===== src/rtl/multicycle_ctrl.sv =====
// Main controller for the multi-cycle MIPS datapath: sequences the shared memory
// port, ALU and immediate extender through fetch/decode/execute/memory/writeback.
module multicycle_ctrl (
    input  logic       clk_i,
    input  logic       rst_i,
    input  logic [5:0] op_i,
    input  logic       zero_i,
    input  logic       mem_ready_i,
    output logic       pc_write_o,
    output logic       ir_write_o,
    output logic       mem_req_o,
    output logic       mem_we_o,
    output logic       iord_o,
    output logic       ext_sel_o,
    output logic       alu_src_a_o,
    output logic [1:0] alu_src_b_o,
    output logic [1:0] alu_op_o,
    output logic       reg_write_o,
    output logic       reg_dst_o,
    output logic       mem_to_reg_o,
    output logic [1:0] pc_src_o,
    output logic [3:0] state_o,
    output logic       illegal_o
);

    localparam logic [5:0] OP_R    = 6'd0;
    localparam logic [5:0] OP_ADDI = 6'd8;
    localparam logic [5:0] OP_ORI  = 6'd13;
    localparam logic [5:0] OP_LW   = 6'd35;
    localparam logic [5:0] OP_SW   = 6'd43;
    localparam logic [5:0] OP_BEQ  = 6'd4;
    localparam logic [5:0] OP_BNE  = 6'd5;
    localparam logic [5:0] OP_J    = 6'd2;

    localparam logic [3:0] S_FETCH    = 4'd0;
    localparam logic [3:0] S_DECODE   = 4'd1;
    localparam logic [3:0] S_MEM_ADDR = 4'd2;
    localparam logic [3:0] S_MEM_RD   = 4'd3;
    localparam logic [3:0] S_MEM_WB   = 4'd4;
    localparam logic [3:0] S_MEM_WR   = 4'd5;
    localparam logic [3:0] S_EXEC_R   = 4'd6;
    localparam logic [3:0] S_EXEC_I   = 4'd7;
    localparam logic [3:0] S_ALU_WB   = 4'd8;
    localparam logic [3:0] S_BRANCH   = 4'd9;
    localparam logic [3:0] S_JUMP     = 4'd10;

    localparam logic [1:0] ALU_ADD   = 2'd0;
    localparam logic [1:0] ALU_SUB   = 2'd1;
    localparam logic [1:0] ALU_FUNCT = 2'd2;
    localparam logic [1:0] ALU_OR    = 2'd3;

    logic [3:0] state_q;
    logic [3:0] state_d;
    logic [5:0] op_q;

    function automatic logic legal_op(input logic [5:0] op);
        case (op)
            OP_R, OP_ADDI, OP_ORI, OP_LW, OP_SW, OP_BEQ, OP_BNE, OP_J: legal_op = 1'b1;
            default:                                                   legal_op = 1'b0;
        endcase
    endfunction

    always_ff @(posedge clk_i) begin
        if (!rst_i) begin
            state_q <= S_FETCH;
            op_q    <= 6'd0;
        end else begin
            state_q <= state_d;
            if (state_q == S_DECODE) begin
                op_q <= op_i;
            end
        end
    end

    // Decode dispatches on the live opcode; every later decision uses the latched copy.
    always_comb begin
        state_d = S_FETCH;
        case (state_q)
            S_FETCH:    state_d = mem_ready_i ? S_DECODE : S_FETCH;
            S_DECODE: begin
                case (op_i)
                    OP_R:           state_d = S_EXEC_R;
                    OP_ADDI, OP_ORI: state_d = S_EXEC_I;
                    OP_LW, OP_SW:   state_d = S_MEM_ADDR;
                    OP_BEQ, OP_BNE: state_d = S_BRANCH;
                    OP_J:           state_d = S_JUMP;
                    default:        state_d = S_FETCH;
                endcase
            end
            S_MEM_ADDR: state_d = (op_q == OP_LW) ? S_MEM_RD : S_MEM_WR;
            S_MEM_RD:   state_d = mem_ready_i ? S_MEM_WB : S_MEM_RD;
            S_MEM_WB:   state_d = S_FETCH;
            S_MEM_WR:   state_d = mem_ready_i ? S_FETCH : S_MEM_WR;
            S_EXEC_R:   state_d = S_ALU_WB;
            S_EXEC_I:   state_d = S_ALU_WB;
            S_ALU_WB:   state_d = S_FETCH;
            S_BRANCH:   state_d = S_FETCH;
            S_JUMP:     state_d = S_FETCH;
            default:    state_d = S_FETCH;
        endcase
    end

    // Reset masks every output, so strobes drop as soon as rst_i goes low.
    always_comb begin
        pc_write_o   = 1'b0;
        ir_write_o   = 1'b0;
        mem_req_o    = 1'b0;
        mem_we_o     = 1'b0;
        iord_o       = 1'b0;
        ext_sel_o    = 1'b0;
        alu_src_a_o  = 1'b0;
        alu_src_b_o  = 2'd0;
        alu_op_o     = ALU_ADD;
        reg_write_o  = 1'b0;
        reg_dst_o    = 1'b0;
        mem_to_reg_o = 1'b0;
        pc_src_o     = 2'd0;
        state_o      = 4'd0;
        illegal_o    = 1'b0;
        if (rst_i) begin
            state_o = state_q;
            case (state_q)
                S_FETCH: begin
                    mem_req_o   = 1'b1;
                    alu_src_b_o = 2'd1;
                    pc_write_o  = mem_ready_i;
                    ir_write_o  = mem_ready_i;
                end
                S_DECODE: begin
                    alu_src_b_o = 2'd3;
                    ext_sel_o   = 1'b1;
                    illegal_o   = !legal_op(op_i);
                end
                S_MEM_ADDR: begin
                    alu_src_a_o = 1'b1;
                    alu_src_b_o = 2'd2;
                    ext_sel_o   = 1'b1;
                end
                S_MEM_RD: begin
                    mem_req_o = 1'b1;
                    iord_o    = 1'b1;
                end
                S_MEM_WB: begin
                    reg_write_o  = 1'b1;
                    mem_to_reg_o = 1'b1;
                end
                S_MEM_WR: begin
                    mem_req_o = 1'b1;
                    mem_we_o  = 1'b1;
                    iord_o    = 1'b1;
                end
                S_EXEC_R: begin
                    alu_src_a_o = 1'b1;
                    alu_op_o    = ALU_FUNCT;
                end
                S_EXEC_I: begin
                    alu_src_a_o = 1'b1;
                    alu_src_b_o = 2'd2;
                    ext_sel_o   = (op_q != OP_ORI);
                    alu_op_o    = (op_q == OP_ORI) ? ALU_OR : ALU_ADD;
                end
                S_ALU_WB: begin
                    reg_write_o = 1'b1;
                    reg_dst_o   = (op_q == OP_R);
                end
                S_BRANCH: begin
                    alu_src_a_o = 1'b1;
                    alu_op_o    = ALU_SUB;
                    pc_src_o    = 2'd1;
                    pc_write_o  = (op_q == OP_BNE) ? !zero_i : zero_i;
                end
                S_JUMP: begin
                    pc_src_o   = 2'd2;
                    pc_write_o = 1'b1;
                end
                default: ;
            endcase
        end
    end

endmodule


===== config.mk =====
export PLATFORM = sky130hd
export DESIGN_NAME = multicycle_ctrl
export DESIGN_NICKNAME = d
export VERILOG_FILES = /design/src/rtl/multicycle_ctrl.sv
export SDC_FILE = /design/constraint.sdc
export NUM_CORES = 1
export LEC_CHECK = 0
export ABC_AREA = 1
export ABC_CLOCK_PERIOD_IN_PS = 1250
export CAP_MARGIN = 10
export CORE_MARGIN = 2
export CORE_UTILIZATION = 25
export CTS_CLUSTER_SIZE = 14
export DETAILED_ROUTE_END_ITERATION = 10
export GPL_ROUTABILITY_DRIVEN = 0
export PLACE_DENSITY = 0.48
export REMOVE_ABC_BUFFERS = 1
export SYNTH_ARGS = -nofsm -noshare
export SYNTH_HDL_FRONTEND = slang
export SYNTH_SLANG_ARGS = --single-unit

===== constraint.sdc =====
create_clock -name clk_i -period 1.25 [get_ports clk_i]
set_clock_uncertainty 0.15 [all_clocks]
set_input_delay 0.1875 -clock clk_i [delete_from_list [all_inputs] [get_ports clk_i]]
set_output_delay 0.1875 -clock clk_i [all_outputs]
set_load 0.005 [all_outputs]

==> out/qor.csv, run 1 <==
metric,value,unit
synthDistinctLibCells,28,
drv_cap,0,
outcome,finished with violations,
hold_depth,4,
syn-cell-area,881,um^2
end_kind,output port,
crit_type,reg2out,
synth_fa_ha_area_share,0,%
grt_max_degree,11,
r2r-start,state_q[3],
crit_fanout,4,
fillCellCount,340,
r2r_end,state_q[2],
wl_met1,1330,um
dr_wl_met3,205,um
p_per_area,544,nW/um^2
setup_violations,30,
grt-ovfl-total,0,
io_pins,31,
initial_core_util,26.2,%
die_h,63.4,um
pre_cts_ws,-0.881,ns
vias_per_cell,4.48,
p_sw,0.345,mW
reg2reg_depth,9,
yosysWarnings,0,
path_cells,buf_6 > nand2_8 > nor2_4 > buf_4 > o31ai_4 > inv_1 > buf_2,
wl_met2,1770,um
critPathRequiredTime,0.91,ns
tightest_slew,0.188,ns
vias,1303,
grt_first_pass_wirelength,5650,um
synthMuxAreaShare,0,%
synthSimpleGateAreaFrac,41.6,%
synth_top_family_by_area,simple AND/OR/NAND/NOR gates,
finalCritPeriodShare,138,%
clk_pin_slew,0.06,ns
top_layer,met4,
drive_gt1_share,65.7,%
setup_slack,-0.475,ns
synth_xor_area_share,0.994,%
cp.arrival,1.39,ns
rsz0062_at_grt,yes,
drt_iter0_markers,56,
hold_path_class,in2reg,
p_comb_share,41.3,%
holdWs,0.190,ns
wire_per_inst,11.6,um
die_w,63.4,um
postSynthAreaPerCell,5.87,um^2
antenna_found_initial,0,
hold_viol,0,
ys_seq_area_share,22.7,%
diodes,0,
grt_pass1_vias,1303,
syn_inst,150,
die-area,4010,um^2
htree_levels,1,
cp_slowest_stage_delay,0.36,ns
holdPathEnd,op_q[4],
ys_ff_latch,10,
worstSkewPairLatency,0.26,ns
cts_buffer_depth,2,
max_freq,580,MHz
min_from,op_i[4],
first_pass_iters,4,
slew_viol_final,0,
p_clk_share,26.6,%
p_sw_share,31.7,%
leakagePower,0.999,nW
root_buffer,clkbuf_4,
area_delta_synth_final,128,%
violations,setup timing,
power.share.sequential,32.0,%
finalCriticalPeriod,1.72,ns
cpMaxStageDelayCell,dfxtp_4,
io_buffers,30,
dp_hpwl,2500,um
slew_headroom,87.5,%
start_kind,flop,
rrSetupSlack,-0.37,ns
internal_power,0.745,mW
cp_top_family,buffers and inverters,
core_area,3360,um^2
hold_buffers,0,
totalWireLength,3370,um
tritoncts,yes,
drc_errors,0,
nNetsFinal,256,
num_rows,21,
antenna_left,0,
clock-sinks,10,
ir_drop,0.381,mV
grt_usage,17.4,%
critical_path_buf_inv_count,4,
cts_made_buffers,3,
synth_compound_area_share,19.9,%
-- through the flow --
| stage | cells | utilization, % | setup TNS, ns | cell area, um^2 | power, mW |
|---|---|---|---|---|---|
| after CTS | 289 | 55.7 | -9.42 | 1870 | 1.07 |
| final | 291 | 59.6 | -8.60 | 2000 | 1.09 |
| after global routing | 291 | 59.6 | -10.52 | 2000 | 1.16 |
| after detailed placement | 273 | 47.5 | -17.12 | 1600 | 0.688 |
| after floorplan | 147 | - | -0.328 | 865 | 0.481 |
| after global placement | 273 | 47.5 | -16.87 | 1600 | 0.682 |
-- cells by family after synthesis --
logic type             Yosys count
AO/OA/AOI/OAI                   28
flip-flops                      10
XOR/XNOR                         1
AND/OR/NAND/NOR                 81
buffers and inverters           30
-- flip-flops by register name, summed over array words and instances, names as in the netlist --
register and count:
state_q 4, op_q 6
-- Yosys cell counts --
cell       instances  area share [%]
nand2_1           29              12
nor2_1            28              12
inv_1             19             8.1
a21oi_1           12             6.8
nand3_1           11             6.2
dfxtp_1           10              23
inv_2              7             3.0
o21ai_0            4             2.3
o21ai_2            4             4.0
nand2_2            3             2.1
nand4_1            3             2.1
a21oi_2            2             2.0
nor3_1             2             1.1
nor3_2             2             2.3
a2bb2oi_1          1            0.99
buf_2              1            0.57
buf_4              1            0.85
clkbuf_1           1            0.43
clkinv_8           1             1.8
nand2_4            1             1.3
nand3b_1           1            0.85
nor2_4             1             1.3
o211ai_1           1            0.85
o21ai_1            1            0.57
o21bai_1           1            0.85
o22ai_1            1            0.71
o31ai_1            1            0.85
xnor2_1            1            0.99
-- worst max path at each step --
stage / startpoint / to / slack (ns) / cells after the start
2_1_floorplan: state_q[1] / ext_sel_o / -0.11 / 7
3_3_place_gp: op_i[2] / illegal_o / -0.89 / 9
6_report: state_q[0] / alu_src_a_o / -0.47 / 7
5_1_grt: state_q[3] / ext_sel_o / -0.54 / 8
4_1_cts: state_q[2] / alu_src_a_o / -0.50 / 8
3_5_place_dp: op_i[2] / illegal_o / -0.88 / 8
-- area by class of cell --
cell class	instances	area (um^2)	share of cell area [%]
clock buffer	4	36.3	1.81
inverter	27	124	6.18
multi-input combinational	110	811	40.4
sequential	10	218	10.9
tap	46	57.6	2.87
timing repair buffer	94	758	37.8
-- worst register-to-register path, cell delays in order (launching register included) --
cell and delay, ns:
dfxtp_4 0.36, nor2_4 0.16, buf_4 0.17, nand2_8 0.06
buf_4 0.13, buf_4 0.12, buf_4 0.15, a21oi_2 0.11
nor2_1 0.06, nor2_1 0.08
-- metal layers --
metal / track usage [%] / up-vias
met5: 0 / -
met4: 5.71 / 0
met3: 3.39 / 8
met2: 33.2 / 42
met1: 18.8 / 579
li1: - / 674
-- placed cells by master, fill, tap and decap left out, types with 4 or more instances in the layout --
cell type and count:
a21oi_1 7, a21oi_2 7, buf_2 18, buf_4 46, buf_6 20, dfxtp_1 4
dfxtp_4 4, inv_1 14, inv_2 9, nand2_1 21, nand2_2 7, nand3_1 6
nor2_1 16, nor2_2 5, nor2_4 8, o21ai_2 6
-- power groups by stage --
stage,clock (mW),sequential (mW),combinational [mW]
CTS,0.306,0.346,0.415
detailed placement,0,0.357,0.331
floorplan,0,0.359,0.122
global placement,0,0.355,0.327
finish,0.291,0.349,0.451
global route,0.320,0.352,0.487
-- repair_timing --
action / in CTS / in global routing
setup buffers: 14 / 3
endpoints found under the setup margin: 31 / 30
gates resized for setup: 156 / 36
pin swaps: 21 / 20
Note: power is estimated with default switching activity, not from simulation.
==> inputs of run 2 (changes only) <==
Settings changed: CORE_UTILIZATION 25 to 40, PLACE_DENSITY 0.48 to 0.74, SLEW_MARGIN set to 20.
==> out/qor.csv, run 2 <==
metric,value,unit
outcome,stopped before the end,
lastStage,5_1_grt,
error_line,"[ERROR DPL-0038] Utilization greater than 100%, impossible to legalize",
synth_edf_count,0,
async_reset_ff_share,0,%
grt_max_degree,10,
hold_buffers,0,
die_w,50.9,um
worst_endpoint,alu_op_o[1],
yosysMostFrequentCell,nand2_1,
cts_made_buffers,3,
yosysWarnings,0,
dp_hpwl,2370,um
synth.area.top_cells,"dfxtp_1, nand2_1, nor2_1",
ys_seq_area_share,22.7,%
num_rows,16,
initial_core_util,43.6,%
cts_buffer_depth,2,
ys.flop_type,dfxtp_1,
io_pins,31,
ys_ff_latch,10,
postSynthAreaPerCell,5.87,um^2
synth_commonest_cells,"nand2_1, nor2_1, inv_1, a21oi_1, nand3_1",
synth_top_area_share,22.7,%
worst-ep-kind,output port,
root_buffer,clkbuf_4,
synthDistinctLibCells,28,
syn_inst,150,
syn-cell-area,881,um^2
die_h,50.9,um
htree_levels,1,
io_buffers,30,
synth_area_leader_cell,dfxtp_1,
clock-sinks,10,
run 2: cell counts after synthesis:
Identical to the previous run, type by type.
run 2: cells by family after synthesis:
family / after synthesis / share of synthesized area, %
flip-flops: 10 / 22.7
XOR/XNOR: 1 / 0.994
AO/OA/AOI/OAI: 28 / 19.9
AND/OR/NAND/NOR: 81 / 41.6
buffers and inverters: 30 / 14.8
run 2: repair_timing:
action	in CTS
cloned	1
pin swaps	31
resized for setup	181
setup endpoints to repair	31
setup buffers	26
run 2: metrics by stage:
| step | hold slack, ns | std cells | worst slack, ns | cell area [um^2] |
|---|---|---|---|---|
| 2_1_floorplan | 0.148 | 147 | -0.115 | 865 |
| 3_3_place_gp | 0.314 | 249 | -0.825 | 1540 |
| 3_5_place_dp | 0.339 | 249 | -0.910 | 1540 |
| 4_1_cts | 0.253 | 274 | -0.576 | 1930 |
==> inputs of run 3 (changes only) <==
Settings changed: ABC_CLOCK_PERIOD_IN_PS 1250 to 1600, CORE_AREA set to 2 2 63 65, CORE_MARGIN 2 to not set, CORE_UTILIZATION 40 to not set, CTS_CLUSTER_SIZE 14 to not set, DIE_AREA set to 0 0 65 67, PLACE_DENSITY 0.74 to not set, PLACE_DENSITY_LB_ADDON set to 0.15.
Clock period 1.25 ns to 1.6 ns, I/O delays scaled along.
==> out/qor.csv, run 3 (synthesis results as in run 1) <==
metric,value,unit
outcome,finished with violations,
violations,setup timing,
regArea,219,um^2
p_sw_share,31.1,%
antenna_found_initial,0,
ir_drop,0.394,mV
die_h,67,um
cts_made_buffers,3,
cp.arrival,1.40,ns
top_usage_layer,met2,
drive_gt1_share,60.1,%
use_met1,16.7,%
reg_top3,"op_q (6), state_q (4)",
regMostFlops,op_q,
leakagePower,0.962,nW
rsz0062_at_grt,yes,
slew_viol_final,0,
critPathRequiredTime,1.21,ns
cts_buffer_depth,2,
drv_cap,0,
grt_first_pass_wirelength,5410,um
p_comb_share,33.9,%
finalCriticalPeriod,1.79,ns
pre_cts_ws,-0.636,ns
grt-ovfl-total,0,
max_freq,559,MHz
path_cells,nor2_4 > inv_2 > nor3_4 > buf_4 > nand2_2 > nor2_1 > buf_2,
multi_input_area,739,um^2
cp_slowest_stage_delay,0.36,ns
cpMaxStageDelayCell,dfxtp_4,
setup_slack,-0.190,ns
area_delta_synth_final,117,%
io_buffers,30,
clock-sinks,10,
tritoncts,yes,
hold_viol,0,
hold_path_class,reg2reg,
fin_area,1910,um^2
grt_usage,16.0,%
power.share.sequential,30.0,%
p_per_area,480,nW/um^2
wire_per_inst,12.6,um
antenna_left,0,
crit_fanout,5,
vias,1317,
die_w,65,um
die-area,4360,um^2
start_kind,flop,
met2_usage,31.6,%
p_clk_share,36.1,%
totalWireLength,3660,um
first_pass_iters,4,
nNetsFinal,254,
internal_power,0.634,mW
grt_max_degree,10,
diodes,0,
htree_levels,1,
fillCellCount,345,
io_pins,31,
mostFrequentLayoutCell,buf_4,
grt_pass1_vias,1256,
core_area,3610,um^2
clk_pin_slew,0.05,ns
setup_violations,13,
tightest_slew,0.216,ns
crit_type,reg2out,
finalPower,0.920,mW
end_kind,output port,
largest_reg_flops,6,
drt_iter0_markers,25,
initial_core_util,24.4,%
slew_headroom,85.6,%
p_sw,0.286,mW
root_buffer,clkbuf_8,
drc_errors,0,
grt_use_met3,3.04,%
worstSkewPairLatency,0.24,ns
hold_buffers,0,
finalCritPeriodShare,112,%
final_cell_mix,"buf_4, nand2_1, nor2_1, inv_1, buf_2",
placed_area,1550,um^2
dp_hpwl,2460,um
vias_per_cell,4.53,
num_rows,22,
run 3: worst paths after layout:
path | startpoint | endpoint | slack (ns) | cells past startpoint
worst max-delay path | state_q[3] | illegal_o | -0.19 | 7
worst min-delay path | op_q[5] | op_q[5] | 0.34 | 2
worst max register to register | state_q[3] | state_q[1] | 0.07 | 8
worst min register to register | op_q[5] | op_q[5] | 0.34 | 2
run 3: stage by stage:
| step | TNS (ns) | hold slack [ns] | utilization [%] | std cells |
|---|---|---|---|---|
| after detailed placement | -10.33 | 0.320 | 42.9 | 268 |
| after global routing | -2.03 | 0.384 | 53.1 | 291 |
| after floorplan | 0 | 0.201 | - | 147 |
| final | -1.24 | 0.345 | 53.1 | 291 |
| after global placement | -10.09 | 0.305 | 42.9 | 268 |
| after CTS | -1.39 | 0.332 | 50.5 | 287 |
run 3: worst max-delay path, delay by kind of cell, from the launching register on:
family | cells | cell delay (ns)
flip-flops | 1 | 0.36
AND/OR/NAND/NOR | 4 | 0.47
buffers and inverters | 3 | 0.33
run 3: power by group through the flow:
stage	Sequential, mW	Combinational [mW]	Clock, mW
floorplan	0.280	0.0952	0
global placement	0.279	0.250	0
detailed placement	0.279	0.251	0
CTS	0.273	0.283	0.338
global route	0.278	0.336	0.352
finish	0.276	0.312	0.332
run 3: cell type report:
type,instances,area share [%]
multi-input combinational,110,38.6
timing repair buffer,92,37.2
sequential,10,11.4
inverter,27,6.73
tap,48,3.14
clock buffer,4,2.88
run 3: repair_timing:
action,CTS,global route
endpoints found under the setup margin,21,18
resized for setup,124,35
setup buffers,16,5
pin swaps,20,16
run 3: routing by layer:
metal,up-vias,part of all wire [%]
met5,-,0
met4,0,1.6
met3,10,4.1
met2,37,55
met1,610,39
li1,660,-
